`config.mk`:
```
export PLATFORM = sky130hd
export DESIGN_NAME = mult_seq
export DESIGN_NICKNAME = d
export VERILOG_FILES = /design/src/rtl/mult_seq.sv
export SDC_FILE = /design/constraint.sdc
export NUM_CORES = 1
export LEC_CHECK = 0
export BUFFER_PORTS_ARGS = -buffer_cell sky130_fd_sc_hd__buf_2
export CAP_MARGIN = 20
export CORE_MARGIN = 3
export CORE_UTILIZATION = 50
export DETAILED_ROUTE_END_ITERATION = 8
export PLACE_DENSITY = 0.76
export SLEW_MARGIN = 20
export SYNTH_ARGS = -nofsm -noshare
export SYNTH_HDL_FRONTEND = slang
export SYNTH_SLANG_ARGS = --single-unit
```
`constraint.sdc`:
```
create_clock -name clk -period 5.55 [get_ports clk]
set_input_delay 0.555 -clock clk [delete_from_list [all_inputs] [get_ports clk]]
set_output_delay 0.555 -clock clk [all_outputs]
set_load 0.005 [all_outputs]
```
`src/rtl/mult_seq.sv`:
```
// Sequential shift-add unsigned multiplier: one product bit per cycle.
// The datapath is busy for WIDTH+1 cycles, and the pipeline stalls while it is busy.
module mult_seq #(
   parameter int WIDTH = 8
) (
   input  logic             clk,
   input  logic             n_reset,
   input  logic             start,
   input  logic [WIDTH-1:0] op_a,
   input  logic [WIDTH-1:0] op_b,
   output logic             mult_flag,
   output logic             stall,
   output logic             done,
   output logic             reg_we,
   output logic [WIDTH-1:0] result_hi,
   output logic [WIDTH-1:0] result_lo
);

   localparam int CNT_W = (WIDTH > 1) ? $clog2(WIDTH) : 1;
   localparam logic [CNT_W-1:0] LAST_STEP = CNT_W'(WIDTH - 1);

   typedef enum logic [1:0] {
      IDLE = 2'd0,
      RUN  = 2'd1,
      DONE = 2'd2
   } state_t;

   state_t             state;
   logic [CNT_W-1:0]   cnt;
   logic [WIDTH-1:0]   mcand;
   logic [2*WIDTH-1:0] prod;

   // The add is WIDTH+1 bits wide so its carry becomes the new top bit after the shift.
   function automatic logic [2*WIDTH-1:0] shift_add(input logic [2*WIDTH-1:0] p,
                                                    input logic [WIDTH-1:0]   m);
      logic [WIDTH:0] sum;
      sum = {1'b0, p[2*WIDTH-1:WIDTH]} + (p[0] ? {1'b0, m} : {(WIDTH+1){1'b0}});
      return {sum, p[WIDTH-1:1]};
   endfunction

   always_ff @(posedge clk or negedge n_reset) begin
      if (!n_reset) begin
         state <= IDLE;
         cnt   <= '0;
         mcand <= '0;
         prod  <= '0;
      end else begin
         case (state)
            IDLE: begin
               if (start) begin
                  mcand <= op_a;
                  prod  <= {{WIDTH{1'b0}}, op_b};
                  cnt   <= '0;
                  state <= RUN;
               end
            end
            RUN: begin
               prod <= shift_add(prod, mcand);
               cnt  <= cnt + CNT_W'(1);
               if (cnt == LAST_STEP) state <= DONE;
            end
            DONE:    state <= IDLE;
            default: state <= IDLE;
         endcase
      end
   end

   assign mult_flag = (state != IDLE);
   assign stall     = mult_flag;
   assign done      = (state == DONE);
   assign reg_we    = done;
   assign result_hi = prod[2*WIDTH-1:WIDTH];
   assign result_lo = prod[WIDTH-1:0];

endmodule

```
==> impl_metrics.py <==
metrics = {
    "power_and_ir_drop": {
        "p_seq_frac": 0.379,
        "power.switching_uw": 397,
        "comb_power_share": 0.493,
        "intPower_uw": 618,
        "p_per_area_nw_per_um2": 553,
        "p_leak_uw": 0.000924,
        "ir_drop_mv": 0.259,
        "clockPowerShare": 0.128,
        "switching_share": 0.391,
        "fin_total_pwr_uw": 1010,
    },
    "synthesis": {
        "syn_nets": 173,
        "synth-edff-count": 0,
        "synth-seq-cells": 29,
        "ys_warn_count": 0,
        "netlist_area_um2": 1580,
        "ys_seq_area_frac": 0.458,
        "avgSynthCellArea_um2": 11.1,
        "yosysUniqueCellTypes": 35,
        "async_flop_share": 1.00,
        "yosys_most_used_dff": "dfrtp_1",
        "synth_cells": 143,
    },
    "place": {
        "dp_slack_ns": 3.58,
        "routabilityCongestion": 0.815,
        "hpwl_um": 2290,
        "placed_area_um2": 1780,
        "io_buffers": 38,
    },
    "clock_tree": {
        "clockBufferDepth": 2,
        "cts_buffers": 5,
        "clk_latency_ns": 0.33,
        "cts_max_level": 2,
        "clk_pin_slew_worst_paths_ns": 0.09,
        "cts-resized-gates": 0,
        "root_buffer": "clkbuf_4",
        "postCtsHoldBufs": 0,
        "cts_setup_buffers": 0,
        "clock_sinks": 29,
        "cts_tree": "done",
    },
    "critical_path": {
        "startpoint_type": "register",
        "crit_family": "compound AO/OA/AOI/OAI gates",
        "end_kind": "register",
        "worstPathCellList": "and2_1 > ha_1 > fa_1 > a21oi_1 > o211a_1 > o21ai_0 > a22o_1",
        "cp_slowest_cell": "dfrtp_1",
        "arrival_ns": 2.20,
        "worstPathRequired_ns": 5.76,
        "path_buf_inv": 0,
        "max_stage_delay_ns": 0.45,
        "crit_fanout": 10,
        "criticalPathCategory": "reg2reg",
    },
    "floorplan": {
        "die_y_um": 62.3,
        "core_area_um2": 2880,
        "ios": 39,
        "initial_core_util": 0.551,
        "core.rowCount": 19,
        "dieArea_um2": 3880,
        "die_w_um": 62.3,
    },
    "drt": {
        "drtAntennaViolNets": 0,
        "first_pass_iters": 4,
        "viasPerCell": 5.14,
        "drt-wirelength-per-cell_um": 13.7,
        "first_iter_violations": 81,
        "vias": 1151,
        "route.detailed.drc": 0,
        "wirelength_um": 3080,
    },
    "global_route": {
        "grt_max_degree": 30,
        "grt_usage": 0.176,
        "grt_pass1_vias": 1154,
        "grt_pass1_wl_um": 5190,
        "gr-total-overflow": 0,
        "grt_antenna_before_repair": 0,
    },
    "timing": {
        "fmax_mhz": 503,
        "relSlewSlack": 0.488,
        "worst_pin_slew_ns": 0.768,
        "finalClockSkew_ns": 0.0114,
        "worst_slack_ns": 3.56,
        "hold_viol": 0,
        "period_share": 0.358,
        "min_period_ns": 1.99,
        "tns_ns": 0,
        "slew_viol_final": 0,
        "setup_viol": 0,
        "grt_setup_unrepaired": "false",
    },
    "layout": {
        "postLayoutCellArea_um2": 1830,
        "fin_util": 0.638,
        "fin_nets": 212,
        "num_antenna_cells": 0,
        "area.growth.synth_to_final_pct": 15.8,
        "drive_above_1_share": 0.324,
    },
    "job": {
        "maxCapViolations": 0,
    },
    "run_status": {
        "status": "finished clean",
    },
    "min_path": {
        "hold_class": "in2async",
    },
}
[worst paths after layout]
check	start	depth (start not counted)	end	slack (ns)
worst min-delay path	n_reset	1	prod[10]	0.23
worst max-delay path	prod[0]	7	prod[15]	3.56
worst min register to register	mcand[4]	1	mcand[4]	0.50
min in group clk	op_a[6]	2	mcand[6]	0.45
max in group asynchronous	n_reset	1	prod[12]	4.90
worst max register to register	prod[0]	7	prod[15]	3.56
[kinds of logic (layout without fill, tap and decap cells)]
| family | Yosys count | after routing | share of synthesized area |
|---|---|---|---|
| flops | 29 | 29 | 0.458 |
| xor+xnor | 4 | 4 | 0.0221 |
| fa+ha+maj | 11 | 11 | 0.0916 |
| compound gates | 33 | 33 | 0.133 |
| buf+inv | 9 | 48 | 0.0395 |
| mux | 18 | 18 | 0.121 |
| simple gates | 39 | 39 | 0.134 |
[synthesized netlist by cell type (3+ instances only)]
cell | instances | share of area
dfrtp_1 | 29 | 0.46
nand2_1 | 15 | 0.036
ha_1 | 10 | 0.079
and2_1 | 9 | 0.036
mux2_2 | 9 | 0.064
mux2i_1 | 9 | 0.057
o21ai_0 | 9 | 0.028
a21oi_1 | 6 | 0.019
nor2_1 | 5 | 0.012
o21ai_1 | 5 | 0.016
a22o_1 | 4 | 0.022
buf_4 | 3 | 0.014
inv_1 | 3 | 0.0071
xor2_1 | 3 | 0.017
[through the flow]
| step | cells | hold slack (ns) |
|---|---|---|
| 2_1_floorplan | 143 | 0.259 |
| 3_3_place_gp | 217 | 0.486 |
| 3_5_place_dp | 217 | 0.489 |
| 4_1_cts | 224 | 0.233 |
| 5_1_grt | 224 | 0.259 |
| 6_report | 224 | 0.231 |
[area by class of cell]
| cell class | count | area (um^2) |
|---|---|---|
| Fill cell | 230 | 1040 |
| Timing Repair Buffer | 38 | 190 |
| Multi-Input combinational cell | 105 | 796 |
| Tap cell | 42 | 52.6 |
| Clock inverter | 1 | 7.51 |
| Inverter | 3 | 11.3 |
| Clock buffer | 6 | 51.3 |
| Sequential cell | 29 | 726 |
[metal layers]
| layer | routed length, um | vias to the layer above | global-route usage |
|---|---|---|---|
| li1 | - | 581 | - |
| met1 | 1350 | 535 | 0.200 |
| met2 | 1510 | 28 | 0.284 |
| met3 | 152 | 7 | 0.0667 |
| met4 | 65 | 0 | 0.102 |
| met5 | 0 | - | 0 |
[layout by cell type (no fill, tap or decap), types with 2 or more instances in the layout]
master and n:
nor2_1 5, o21ai_1 5, mux2i_1 9, a22o_1 4
nand2_1 15, a21oi_1 6, inv_1 3, clkbuf_4 5
xor2_1 3, and2b_2 2, a22oi_1 2, ha_1 10
and2_1 9, mux2_2 9, nand3_1 2, buf_2 38
dfrtp_1 29, o21ai_0 9
[power by group through the flow]
| stage | clock (uW) | combinational, uW | sequential [uW] |
|---|---|---|---|
| global placement | 0 | 483 | 384 |
| floorplan | 0 | 375 | 379 |
| detailed placement | 0 | 503 | 389 |
| CTS | 137 | 504 | 387 |
| global route | 148 | 564 | 401 |
| finish | 130 | 500 | 385 |
[state kept, by name (all words and copies together) (netlist names)]
signal / count
mcand: 8
state: 2
cnt: 3
prod: 16
Note: power is estimated with default switching activity, not from simulation.
